**config.mk**
```make
export PLATFORM = sky130hd
export DESIGN_NAME = alu_seq
export DESIGN_NICKNAME = d
export VERILOG_FILES = /design/src/rtl/alu_seq_pkg.sv /design/src/rtl/alu_seq.sv
export SDC_FILE = /design/constraint.sdc
export NUM_CORES = 1
export LEC_CHECK = 0
export ABC_AREA = 1
export BUFFER_PORTS_ARGS = -buffer_cell sky130_fd_sc_hd__clkbuf_2
export CORE_MARGIN = 4
export CORE_UTILIZATION = 39
export DETAILED_ROUTE_END_ITERATION = 6
export PLACE_DENSITY_LB_ADDON = 0.25
export SLEW_MARGIN = 40
export SYNTH_ARGS = -nofsm -noshare
export SYNTH_HDL_FRONTEND = slang
export SYNTH_SLANG_ARGS = --single-unit
```
**constraint.sdc**
```tcl
create_clock -name clk -period 2.1 [get_ports clk]
set_input_delay 0.42 -clock clk [delete_from_list [all_inputs] [get_ports clk]]
set_output_delay 0.42 -clock clk [all_outputs]
set_load 0.01 [all_outputs]
```
**src/rtl/alu_seq_pkg.sv**
```systemverilog
// Shared encodings for the ALU request sequencer: op codes, FSM states, default widths.
package alu_seq_pkg;

  localparam int unsigned XLEN_DEF  = 32;
  localparam int unsigned CNT_W_DEF = 6;

  localparam logic [3:0] OP_AND   = 4'b0000;
  localparam logic [3:0] OP_OR    = 4'b0001;
  localparam logic [3:0] OP_ADD   = 4'b0010;
  localparam logic [3:0] OP_SUB   = 4'b0110;
  localparam logic [3:0] OP_SLT   = 4'b0111;
  localparam logic [3:0] OP_MULTU = 4'b1000;

  localparam logic [1:0] ST_IDLE   = 2'd0;
  localparam logic [1:0] ST_SINGLE = 2'd1;
  localparam logic [1:0] ST_MUL    = 2'd2;
  localparam logic [1:0] ST_DONE   = 2'd3;

  // Ops the external ALU completes in one pass.
  function automatic logic is_single_op(input logic [3:0] op);
    return (op == OP_AND) || (op == OP_OR) || (op == OP_ADD) ||
           (op == OP_SUB) || (op == OP_SLT);
  endfunction

endpackage

```
**src/rtl/alu_seq.sv**
```systemverilog
// Request-side sequencer for an external combinational ALU: single-pass ops plus
// a 32-step shift-add MULTU built on the ALU adder and its carry-out.
module alu_seq
  import alu_seq_pkg::*;
#(
  parameter int unsigned XLEN  = XLEN_DEF,
  parameter int unsigned CNT_W = CNT_W_DEF
) (
  input  logic            clk,
  input  logic            rst_n,
  input  logic            req_valid,
  output logic            req_ready,
  input  logic [3:0]      req_op,
  input  logic [XLEN-1:0] req_a,
  input  logic [XLEN-1:0] req_b,
  output logic [3:0]      alu_op,
  output logic [XLEN-1:0] alu_a,
  output logic [XLEN-1:0] alu_b,
  input  logic [XLEN-1:0] alu_z,
  input  logic            alu_zero,
  output logic            rsp_valid,
  input  logic            rsp_ready,
  output logic [XLEN-1:0] rsp_lo,
  output logic [XLEN-1:0] rsp_hi,
  output logic            rsp_zero,
  output logic            rsp_err
);

  logic [1:0]      state, state_n;
  logic [CNT_W-1:0] cnt, cnt_n;
  logic [XLEN-1:0] mcand, mcand_n;
  // Multiplier bit 0 is consumed at accept time, so only bits [XLEN-1:1] are kept.
  logic [XLEN-1:1] lo_q, lo_q_n;
  logic            req_ready_n, rsp_valid_n, rsp_zero_n, rsp_err_n;
  logic [3:0]      alu_op_n;
  logic [XLEN-1:0] alu_a_n, alu_b_n, rsp_lo_n, rsp_hi_n;
  logic [XLEN-1:0] mul_hi, mul_lo;

  // One shift-add step: {carry, sum} shifted right into the product; hi lives in alu_a.
  assign mul_hi = {alu_zero, alu_z[XLEN-1:1]};
  assign mul_lo = {alu_z[0], lo_q};

  always_ff @(posedge clk or negedge rst_n) begin
    if (!rst_n) begin
      state     <= ST_IDLE;
      cnt       <= '0;
      mcand     <= '0;
      lo_q      <= '0;
      req_ready <= 1'b1;
      alu_op    <= '0;
      alu_a     <= '0;
      alu_b     <= '0;
      rsp_valid <= 1'b0;
      rsp_lo    <= '0;
      rsp_hi    <= '0;
      rsp_zero  <= 1'b0;
      rsp_err   <= 1'b0;
    end else begin
      state     <= state_n;
      cnt       <= cnt_n;
      mcand     <= mcand_n;
      lo_q      <= lo_q_n;
      req_ready <= req_ready_n;
      alu_op    <= alu_op_n;
      alu_a     <= alu_a_n;
      alu_b     <= alu_b_n;
      rsp_valid <= rsp_valid_n;
      rsp_lo    <= rsp_lo_n;
      rsp_hi    <= rsp_hi_n;
      rsp_zero  <= rsp_zero_n;
      rsp_err   <= rsp_err_n;
    end
  end

  always_comb begin
    state_n     = state;
    cnt_n       = cnt;
    mcand_n     = mcand;
    lo_q_n      = lo_q;
    alu_op_n    = alu_op;
    alu_a_n     = alu_a;
    alu_b_n     = alu_b;
    rsp_valid_n = rsp_valid;
    rsp_lo_n    = rsp_lo;
    rsp_hi_n    = rsp_hi;
    rsp_zero_n  = rsp_zero;
    rsp_err_n   = rsp_err;

    case (state)
      ST_IDLE: begin
        if (req_valid) begin
          if (is_single_op(req_op)) begin
            alu_op_n = req_op;
            alu_a_n  = req_a;
            alu_b_n  = req_b;
            state_n  = ST_SINGLE;
          end else if (req_op == OP_MULTU) begin
            mcand_n  = req_a;
            lo_q_n   = req_b[XLEN-1:1];
            cnt_n    = '0;
            alu_op_n = OP_ADD;
            alu_a_n  = '0;
            alu_b_n  = req_b[0] ? req_a : '0;
            state_n  = ST_MUL;
          end else begin
            rsp_err_n   = 1'b1;
            rsp_lo_n    = '0;
            rsp_hi_n    = '0;
            rsp_zero_n  = 1'b1;
            rsp_valid_n = 1'b1;
            state_n     = ST_DONE;
          end
        end
      end
      ST_SINGLE: begin
        // Only ADD trusts alu_zero (carry); the SUB zero flag is sticky in the ALU.
        rsp_lo_n    = alu_z;
        rsp_hi_n    = (alu_op == OP_ADD) ? {{(XLEN-1){1'b0}}, alu_zero} : '0;
        rsp_zero_n  = (alu_z == '0);
        rsp_valid_n = 1'b1;
        state_n     = ST_DONE;
      end
      ST_MUL: begin
        lo_q_n  = mul_lo[XLEN-1:1];
        alu_a_n = mul_hi;
        alu_b_n = mul_lo[0] ? mcand : '0;
        cnt_n   = cnt + CNT_W'(1);
        if (cnt == CNT_W'(XLEN - 1)) begin
          rsp_hi_n    = mul_hi;
          rsp_lo_n    = mul_lo;
          rsp_zero_n  = (mul_lo == '0);
          rsp_valid_n = 1'b1;
          state_n     = ST_DONE;
        end
      end
      ST_DONE: begin
        if (rsp_ready) begin
          rsp_valid_n = 1'b0;
          rsp_err_n   = 1'b0;
          state_n     = ST_IDLE;
        end
      end
      default: state_n = ST_IDLE;
    endcase

    req_ready_n = (state_n == ST_IDLE);
  end

endmodule

```
### After elaboration in Yosys (flattened, before gate mapping)

Cells that the tools add are included.

* latch bits: 0
* flip-flop bits (word level): 207
* output and inout bits: 136
* bits in read-only memories: 0
* memory bits (writable): 0
* memories: 0
* input port bits: 105

* add/subtract/negate cells: 1
* multiplexer cells: 43
* bitwise gates (word level): 1
* shift operators: 0
* magnitude comparators: 0
* div/mod/pow operators: 0
* equal/unequal tests: 17
* $mul: 0
* reduce and logical (&&, ||, !) cells: 20

Operator list (count)
* two-way mux 32 bit: 13
* one-hot mux 32 bit (3 select lines): 2
* one-hot mux 32 bit (2 select lines): 2
* two-way mux 31 bit: 3
* zero test 32 bit: 2
* one-hot mux 31 bit (2 select lines): 1
* two-way mux 6 bit: 3
* AND reduction 5 bit: 3
* != test 2 bit (second input constant): 6
* one-hot mux 6 bit (2 select lines): 1
* equality test 4 x 2 -> 1 bit (second input constant): 2
* equality test 4 x 3 -> 1 bit (second input constant): 2
* two-way mux 1 bit: 8
* two-way mux 2 bit: 4
* two-way mux 4 bit: 2
* one-hot mux 2 bit (4 select lines): 1
* AND reduction 4 bit: 2
* adder 6 x 1 -> 6 bit (second input constant): 1
* equality test 6 x 5 -> 1 bit (second input constant): 1
* AND reduction 3 bit: 2
* nonzero test 2 bit: 3
* equality test 2 bit (second input constant): 2
* equality test 4 x 1 -> 1 bit (second input constant): 1
* equality test 4 bit (second input constant): 1
* other kinds (10): 14

### Longest topological paths before layout

Gate-level depths: netlist of the first run.

* word-level depth: 9
* mapped depth: 11

### Least setup slack after synthesis of the first run

Ideal clock, no wire load.

* path kind: register to register
* from: register state[0]
* to: register alu_a[14]
* period minus slack after synthesis: 1.724 ns
* path slack: 0.376 ns
* data arrival time: 1.607 ns
* stages on the path, launching flop included: 12
* path through: dfrtp_1 -> inv_1 -> ha_1 -> nand2_1 -> inv_2 -> nand3_4 -> nand3_2 -> inv_2 -> buf_6 -> buf_6 -> nand2_1 -> nand2_1

* longest elaborated chain between the ends: 3
* elaborated cells between the ends (all ways): 7

Ends and longest elaborated chain
* from (decl): RTL line alu_seq.sv:29 `logic [1:0] state, state_n;`
* from (signal assigned): RTL line alu_seq.sv:59 `state <= state_n;`
* zero test 2 bit / equality test 2 bit (equally long branches): RTL line alu_seq.sv:89 `case (state)`
* != test 3 bit (no source line), or another cell as far along
* AND reduction 3 bit (no source line)
* to (signal assigned): RTL line alu_seq.sv:65 `alu_a <= alu_a_n;`
* to (decl): RTL line alu_seq.sv:17 `output logic [XLEN-1:0] alu_a,`

Several ways; a longest one is shown, not always the timed one.
A chain may end at the register's enable or synchronous reset.

### Worst setup path after layout of the first run

* from: register state[1]
* to: register req_ready

* longest elaborated chain between the ends: 3
* elaborated cells between the ends (all ways): 9

Ends and longest elaborated chain
* equality test 2 bit, or another cell as far along: RTL line alu_seq.sv:89
* one-hot mux 2 bit (4 select lines) (*): RTL line alu_seq.sv:89
* zero test 2 bit (*): RTL line alu_seq.sv:146 `req_ready_n = (state_n == ST_IDLE);`
* via req_ready_n: RTL line alu_seq.sv:34 `logic req_ready_n, rsp_valid_n, rsp_zero_n, rsp_err_n;`
* to (signal assigned): RTL line alu_seq.sv:63 `req_ready <= req_ready_n;`
* to (decl): RTL line alu_seq.sv:12 `output logic req_ready,`

The timed path passes the listed nets; every way through them passes the cells marked *.

==> results of run 1 <==
[power by group]
part           internal, mW  total, mW  switching (mW)
combinational          3.07       8.81            5.74
sequential             5.66       6.68            1.02
clock                  2.25       3.87            1.62
total                  11.0       19.4            8.39
[per-layer routing]
layer,vias to the layer above,track usage,part of all wire
met2,433,0.370,0.44
met1,4685,0.364,0.46
met4,0,0.0648,0.025
met5,-,0,0
met3,56,0.0328,0.079
li1,4678,-,-
[registers in the layout (all words and copies together), names as in the netlist, 4 cells and up]
signal / flops
lo_q: 31
alu_a: 32
alu_op: 4
alu_b: 32
cnt: 6
mcand: 32
rsp_lo: 32
rsp_hi: 32
[through the flow]
step	hold slack (ps)	worst slack [ps]
finish	166	166
global route	157	12.1
CTS	155	75.5
detailed placement	396	103
global placement	396	133
floorplan	124	376
[critical path, delay by kind of cell, from the launching register on]
family	cells	cell delay [ps]
AO/OA/AOI/OAI	3	520
adder cells (fa/ha/maj)	1	220
buffers and inverters	2	560
flip-flops	1	460
AND/OR/NAND/NOR	1	90
[how the worst max path moves through the flow]
| stage | from | end | slack, ps | cells past startpoint |
|---|---|---|---|---|
| 5_1_grt | state[1]$_DFF_PN0_ | rsp_zero$_DFFE_PN0P_ | 10 | 10 |
| 3_5_place_dp | state[0]$_DFF_PN0_ | lo_q[24]$_DFFE_PN0P_ | 100 | 9 |
| 3_3_place_gp | state[0]$_DFF_PN0_ | alu_b[16]$_DFFE_PN0P_ | 130 | 10 |
| 4_1_cts | state[0]$_DFF_PN0_ | lo_q[24]$_DFFE_PN0P_ | 80 | 9 |
| 6_report | state[1]$_DFF_PN0_ | req_ready$_DFF_PN1_ | 170 | 7 |
| 2_1_floorplan | state[0]$_DFF_PN0_ | alu_a[14]$_DFFE_PN0P_ | 380 | 11 |
[area by class of cell]
type / count / area [sq um]
antenna: 2 / 5.00
clock buffer: 35 / 691
clock inverter: 4 / 22.5
fill: 2534 / 12900
inverter: 103 / 389
multi-input combinational: 941 / 4230
sequential: 207 / 5180
tap: 330 / 413
timing repair buffer: 271 / 1640
[repair_timing]
| action | CTS | global route |
|---|---|---|
| hold buffers | 1 | 0 |
| gates resized for setup | 0 | 5 |
| buffers inserted | 0 | 0 |
| endpoints found under the hold margin | 42 | 0 |
| endpoints found under the setup margin | 0 | 98 |
[cells in the final DEF (no fill, tap or decap), types with 24 or more instances in the layout]
master     instances
o221ai_1          30
dfrtp_1          206
nand3_1          118
o21ai_0          114
nand2_1          569
inv_1             97
clkbuf_2         239
clkbuf_16         24
nor2_1            54
[logic make-up after synthesis]
group | count (synthesis) | synth area share
flip-flops | 207 | 0.508
buffers and inverters | 182 | 0.0800
multiplexers | 7 | 0.00773
adder cells (fa/ha/maj) | 5 | 0.00613
XOR/XNOR | 1 | 0.000859
AND/OR/NAND/NOR | 755 | 0.298
AO/OA/AOI/OAI | 173 | 0.0991
==> impl_metrics.toml, run 1 <==
[route]
first_pass_iters = 5
viasPerCell = 5.20
drc_errors = 0
vias = 9852
wl_mm = 36.0
drtIter0Drc = 796
wl_per_cell_microns = 19.0
drtAntennaViolNets = 0

[synthesis]
ys.flop_type = "dfrtp_1"
synth-edff-count = 0
synth_seq_area_share = 0.508
synth_area_sq_um = 10200
synth_top_area_frac = 0.505
synthDistinctLibCells = 37
postSynthCellCount = 1330
ys_async_sr_fraction = 1.00
syn_nets = 1440
synth_area_leader_cell = "dfrtp_1"
avgSynthCellArea_sq_um = 7.67
yosysMostFrequentCell = "nand2_1"
synthTopCellsByArea = "dfrtp_1 51%, nand2_1 21%, nand3_1 5.8%, o21ai_0 5.6%, inv_1 3.6%"
ys_top_cells_by_count = "570 x nand2_1, 206 x dfrtp_1, 118 x nand3_1"
synth-warning-count = 0
ys_ff_latch = 207

[sta]
rsz0062_at_grt = "no"
fmax_mhz = 517
finalCritPeriodShare = 0.921
worst_pin_slew_ps = 575
relSlewSlack = 0.616
hold_violations = 0
slew_violations = 0
fin_setup_tns_ps = 0
setup-violations-final = 0
fin_worst_skew_ps = 13.3
fin_crit_ps = 1930

[critical_path]
cp-start-kind = "register"
crit_required_ps = 2530
r2r_slack_ps = 170
max_stage_delay_ps = 460
regToRegEndpoint = "req_ready$_DFF_PN1_"
endpoint_kind = "register"
r2r_start = "state[1]$_DFF_PN0_"
critPathKind = "register to register"
worst_path_max_delay_cell = "dfrtp_1"
path_max_fanout = 20
worstRegToRegCells = 7
critPathArrivalTime_ps = 2360
crit_chain = "inv_1 -> ha_1 -> inv_1 -> a21oi_1 -> a31oi_1 -> nand3_1 -> a21oi_1"

[floorplan]
die_area_sq_um = 28800
io_pins = 241
die_w_microns = 170
core.rowCount = 58
coreArea_sq_um = 25500
start_util = 0.401
die_h_microns = 170

[clocking]
clock_latency_ps = 510
cts_buffers = 23
htreeDepth = 1
cts_root_buffer = "clkbuf_16"
cts_tree = "done"
clock_path_buffers = 3
clk_pin_slew_worst_paths_ps = 60
cts_sinks = 207

[global_routing]
grt.overflow.total = 0
antenna_found_initial = 2
first_global_vias = 9719
grt_max_degree = 68
groute.usage.overall = 0.242
grt_pass1_wl_mm = 55.5

[pwr]
ir_worst_vdd_v = 0.000709
p_per_area_nw_per_um2 = 1540
p_leak_nw = 7.01
power_mw = 19.4

[worst_hold_path]
hold_end = "rsp_hi[9]$_DFFE_PN0P_"
hold_start = "alu_z[10]"
min_path_cells = 3
min_path_type = "input pin to register"

[place]
dp_cells = 1850
dp_hpwl_mm = 26.4
globalplace.congestion = 0.910
dpl_cell_area_sq_um = 11800
io_buffer_count = 240

[layout]
utilization = 0.494
nNetsFinal = 1657
areaGrowthSynthToFinish_pct = 23.3
instances_no_fill = 1893
final_area_sq_um = 12600
drive_gt1_frac = 0.212

[run_status]
status = "complete, no violations"

[job]
drv_cap = 0
(Power assumes the default switching activity.)
==> inputs of run 2 (changes only) <==
--- a/config.mk
+++ b/config.mk
@@ -7,6 +7,8 @@
 export LEC_CHECK = 0
 export ABC_AREA = 1
 export BUFFER_PORTS_ARGS = -buffer_cell sky130_fd_sc_hd__clkbuf_2
+export CELL_PAD_IN_SITES_DETAIL_PLACEMENT = 1
+export CELL_PAD_IN_SITES_GLOBAL_PLACEMENT = 1
 export CORE_MARGIN = 4
 export CORE_UTILIZATION = 39
 export DETAILED_ROUTE_END_ITERATION = 6
==> run 2 against run 1 <==
Effect of this change: sequential share of layout area is 0.63 points lower; largest power group unchanged; clock skew is 2.1 ps lower; sequential cell count stayed put; critical path depth is 2 higher; maximum frequency is 1.4% lower; sequential power is 0.9% higher; critical endpoint is now lo_q[28]$_DFFE_PN0P_; combinational power is 4.3% higher; final area is 1.6% higher; highest routed layer unchanged; final cell count is 0.26% higher; critical path type unchanged; global-route usage is 2.5 points higher; setup slack worse by 28 ps; clock power is 20% higher.
==> impl_metrics.toml, run 2 (synthesis results as in run 1) <==
[critical_path]
path_max_fanout = 32
critPathKind = "register to register"
worstRegToRegCells = 9
endpoint_kind = "register"
cp-start-kind = "register"
crit_required_ps = 2520
critPathArrivalTime_ps = 2380

[sta]
fin_crit_ps = 1960
fin_setup_tns_ps = 0
relSlewSlack = 0.645
hold_violations = 0
worst_pin_slew_ps = 532
rsz0062_at_grt = "no"
setup-violations-final = 0
fmax_mhz = 510
fin_worst_skew_ps = 11.2
worst_hold_slack_ps = 156
finalCritPeriodShare = 0.934
slew_violations = 0

[clocking]
cts_tree = "done"
clock_latency_ps = 520
clk_pin_slew_worst_paths_ps = 70
cts_root_buffer = "clkbuf_16"
cts_buffers = 24
cts_sinks = 207
htreeDepth = 1
clock_path_buffers = 3

[worst_hold_path]
min_path_type = "input pin to register"
min_path_cells = 3

[layout]
nNetsFinal = 1660
drive_gt1_frac = 0.217
regArea_sq_um = 5180
final_common_cell = "nand2_1"
diodes = 0
areaGrowthSynthToFinish_pct = 25.3
fill_cells = 3205
multi_input_area_sq_um = 4240
final_cell_mix = "569 x nand2_1, 239 x clkbuf_2, 204 x dfrtp_1"
final_area_sq_um = 12800

[pwr]
p_leak_nw = 7.09
p_per_area_nw_per_um2 = 1610
ir_worst_vdd_v = 0.000832

[route]
vias = 10100
drtIter0Drc = 809
drtAntennaViolNets = 0
wl_mm = 40.0
first_pass_iters = 5
viasPerCell = 5.34
wl_per_cell_microns = 21.1
drc_errors = 0

[floorplan]
io_pins = 241
coreArea_sq_um = 25500
die_w_microns = 170
die_area_sq_um = 28800
start_util = 0.401
core.rowCount = 58
die_h_microns = 170

[global_routing]
first_global_vias = 10600
grt_max_degree = 68
antenna_found_initial = 0
grt.overflow.total = 0
groute.usage.overall = 0.268
grt_pass1_wl_mm = 60.8

[place]
io_buffer_count = 240
globalplace.congestion = 0.942
dpl_cell_area_sq_um = 11800
dp_hpwl_mm = 28.7

[run_status]
status = "complete, no violations"

[job]
drv_cap = 0
run 2: final timing paths:
path / endpoint / startpoint / slack [ps]
min in group asynchronous: rsp_lo[8]$_DFFE_PN0P_ / rst_n / 460
worst min register to register: alu_a[10]$_DFFE_PN0P_ / alu_a[10]$_DFFE_PN0P_ / 470
worst min-delay path: rsp_hi[15]$_DFFE_PN0P_ / alu_z[16] / 160
worst max register to register: lo_q[28]$_DFFE_PN0P_ / state[1]$_DFF_PN0_ / 140
max in group asynchronous: rsp_hi[26]$_DFFE_PN0P_ / rst_n / 930
worst max-delay path: lo_q[28]$_DFFE_PN0P_ / state[1]$_DFF_PN0_ / 140
run 2: routing by layer:
layer | share of wire | up-vias | GRT usage | wire [microns]
li1 | - | 4686 | - | -
met1 | 0.44 | 4957 | 0.376 | 17500
met2 | 0.46 | 411 | 0.430 | 18400
met3 | 0.073 | 72 | 0.0431 | 2920
met4 | 0.031 | 0 | 0.0770 | 1220
met5 | 0 | - | 0 | 0
run 2: cell type report:
cell class	count	area share
sequential	207	0.406
multi-input combinational	941	0.332
timing repair buffer	273	0.132
clock buffer	33	0.0537
tap	330	0.0323
inverter	103	0.0305
clock inverter	11	0.0147
run 2: timing repair:
item                                   CTS  global route
resized for setup                        0             7
hold buffers                             1             0
endpoints found under the hold margin   50             0
buffers inserted                         0             0
setup endpoints to repair                0           112
run 2: worst max-delay path, cell delays in order (launching register included):
cell      delay [ps]
dfrtp_2          460
inv_1            140
ha_4             190
nand2_1          110
inv_2            140
nand3_4          130
nand2_4          170
nand2_1          110
buf_12           190
o221ai_1         210
run 2: through the flow:
step	cells	power, mW	util	worst slack [ps]
6_report	1898	20.6	0.502	138
5_1_grt	1898	22.0	0.502	12.9
4_1_cts	1896	20.4	0.499	3.49
3_5_place_dp	1851	15.6	0.464	37.7
3_3_place_gp	1851	15.3	0.464	188
2_1_floorplan	1330	12.2	-	376
run 2: report_power, final:
group	switching, mW	total [mW]	internal (mW)
Clock	1.76	4.65	2.90
Sequential	1.08	6.74	5.66
Combinational	6.04	9.19	3.15
==> inputs of run 3 (changes only) <==
--- a/config.mk
+++ b/config.mk
@@ -7,10 +7,10 @@
 export LEC_CHECK = 0
 export ABC_AREA = 1
 export BUFFER_PORTS_ARGS = -buffer_cell sky130_fd_sc_hd__clkbuf_2
-export CELL_PAD_IN_SITES_DETAIL_PLACEMENT = 1
-export CELL_PAD_IN_SITES_GLOBAL_PLACEMENT = 1
+export CELL_PAD_IN_SITES_DETAIL_PLACEMENT = 0
+export CELL_PAD_IN_SITES_GLOBAL_PLACEMENT = 2
 export CORE_MARGIN = 4
-export CORE_UTILIZATION = 39
+export CORE_UTILIZATION = 30
 export DETAILED_ROUTE_END_ITERATION = 6
 export PLACE_DENSITY_LB_ADDON = 0.25
 export SLEW_MARGIN = 40
==> run 3 against run 2 <==
Effect of this change: non-clock buffer count increased by 1; critical path type unchanged; critical path depth unchanged; setup slack worse by 6.7 ps; sequential share of layout area down 0.47 points; largest power group unchanged.
==> impl_metrics.toml, run 3 (synthesis results as in run 1) <==
[route]
wl_mm = 40.1
wl_per_cell_microns = 19.9
first_pass_iters = 5
drtIter0Drc = 639
vias = 9691
viasPerCell = 4.81
drc_errors = 0
drtAntennaViolNets = 0

[worst_hold_path]
min_path_type = "input pin to register"
min_path_cells = 3

[clocking]
clk_pin_slew_worst_paths_ps = 60
cts_buffers = 26
cts_tree = "done"
clock_path_buffers = 3
cts_sinks = 207
cts_root_buffer = "clkbuf_16"
htreeDepth = 1
clock_latency_ps = 530

[layout]
areaGrowthSynthToFinish_pct = 26.7
regArea_sq_um = 5180
final_area_sq_um = 12900
utilization = 0.385
diodes = 0
drive_gt1_frac = 0.216
multi_input_area_sq_um = 4210
final_common_cell = "nand2_1"
final_cell_mix = "568 x nand2_1, 239 x clkbuf_2, 205 x dfrtp_1"
fill_cells = 3677
nNetsFinal = 1663

[global_routing]
groute.usage.overall = 0.211
grt.overflow.total = 0
grt_max_degree = 59
first_global_vias = 9665
antenna_found_initial = 0
grt_pass1_wl_mm = 60.3

[critical_path]
worst_path_max_delay_cell = "dfrtp_1"
endpoint_kind = "register"
critPathArrivalTime_ps = 2370
cp-start-kind = "register"
crit_required_ps = 2510
path_max_fanout = 22
critPathKind = "register to register"
cp_top_family = "buffers and inverters"
crit_path_frequent_cell = "nand2_1"
cp.depth = 9
crit_chain = "inv_1 -> ha_1 -> nand2_1 -> inv_2 -> nand2_1 -> nand3_2 -> inv_4 -> clkbuf_16 -> o21ai_0"
max_stage_delay_ps = 450
crit_buf_inv = 4
worstRegToRegCells = 9

[job]
drv_cap = 0

[place]
io_buffer_count = 240
dp_hpwl_mm = 29.7
dpl_cell_area_sq_um = 12000
globalplace.congestion = 0.851

[floorplan]
die_w_microns = 192
coreArea_sq_um = 33500
core.rowCount = 67
start_util = 0.304
die_area_sq_um = 37000
die_h_microns = 192
io_pins = 241

[sta]
fin_crit_ps = 1970
worst_pin_slew_ps = 479
rsz0062_at_grt = "no"
slew_violations = 0
finalCritPeriodShare = 0.937
hold_violations = 0
fin_worst_skew_ps = 6.01
worst_hold_slack_ps = 143
fin_setup_tns_ps = 0
setup-violations-final = 0
relSlewSlack = 0.681
fmax_mhz = 508

[run_status]
status = "complete, no violations"

[pwr]
p_per_area_nw_per_um2 = 1570
power_switching_mw = 8.62
p_leak_nw = 7.12
p_comb_frac = 0.441
p_seq_frac = 0.333
clkPwrFrac = 0.226
ir_worst_vdd_v = 0.000725
p_sw_frac = 0.426
intPower_mw = 11.6
## run 3: cell types whose count changed in the layout (fill, tap and decap cells not counted), sizes merged
cell      before  now
buf           30   33
bufinv         5    2
clkbuf       275  279
clkinv         3    2
clkinvlp       3    0
## run 3: final cells by class
type	instances	share of cell area
repair buffers	274	0.132
flip-flops and latches	207	0.401
well taps	448	0.0434
multi-input cells	941	0.326
clock inverters	4	0.00542
inverters	103	0.0303
clock buffers	39	0.0620
## run 3: worst min-delay path: cells and delay by family
| family | cells | cell delay (ps) |
|---|---|---|
| buffers and inverters | 1 | 90 |
| AND/OR/NAND/NOR | 2 | 120 |
## run 3: final timing paths
kind                                        start                endpoint  slack, ps
max                            state[1]$_DFF_PN0_    alu_a[0]$_DFFE_PN0P_        130
min                                     alu_z[27]  rsp_hi[26]$_DFFE_PN0P_        140
max reg2reg                    state[1]$_DFF_PN0_    alu_a[0]$_DFFE_PN0P_        130
min reg2reg                rsp_hi[18]$_DFFE_PN0P_  rsp_hi[18]$_DFFE_PN0P_        470
max in group asynchronous                   rst_n   mcand[15]$_DFFE_PN0P_       1040
min in group asynchronous                   rst_n   rsp_hi[2]$_DFFE_PN0P_        420
## run 3: stage by stage
step	power, mW	setup slack (ps)	std cells
finish	20.2	132	2016
global route	21.8	1.78	2016
CTS	20.4	138	2015
detailed placement	15.7	158	1971
global placement	15.6	211	1971
floorplan	12.2	376	1330
## run 3: metal layers
layer / vias up / global-route usage / wire length, microns / part of all wire
met5: - / 0 / 0 / 0
met4: 0 / 0.0453 / 872 / 0.022
met3: 48 / 0.0407 / 2900 / 0.072
met2: 311 / 0.315 / 17100 / 0.43
met1: 4643 / 0.319 / 19200 / 0.48
li1: 4689 / - / - / -
## run 3: power groups by stage
stage | registers, mW | logic (mW) | clock network (mW)
4_1_cts | 6.74 | 8.92 | 4.70
3_5_place_dp | 6.79 | 8.89 | 0
2_1_floorplan | 7.00 | 5.16 | 0
6_report | 6.73 | 8.93 | 4.57
3_3_place_gp | 6.78 | 8.80 | 0
5_1_grt | 6.93 | 10.0 | 4.86
## run 3: what timing repair did
action,4_1_cts,5_1_grt
setup endpoints to repair,0,43
gates resized for setup,0,5
hold buffers,1,0
buffers inserted,0,0
endpoints found under the hold margin,48,0
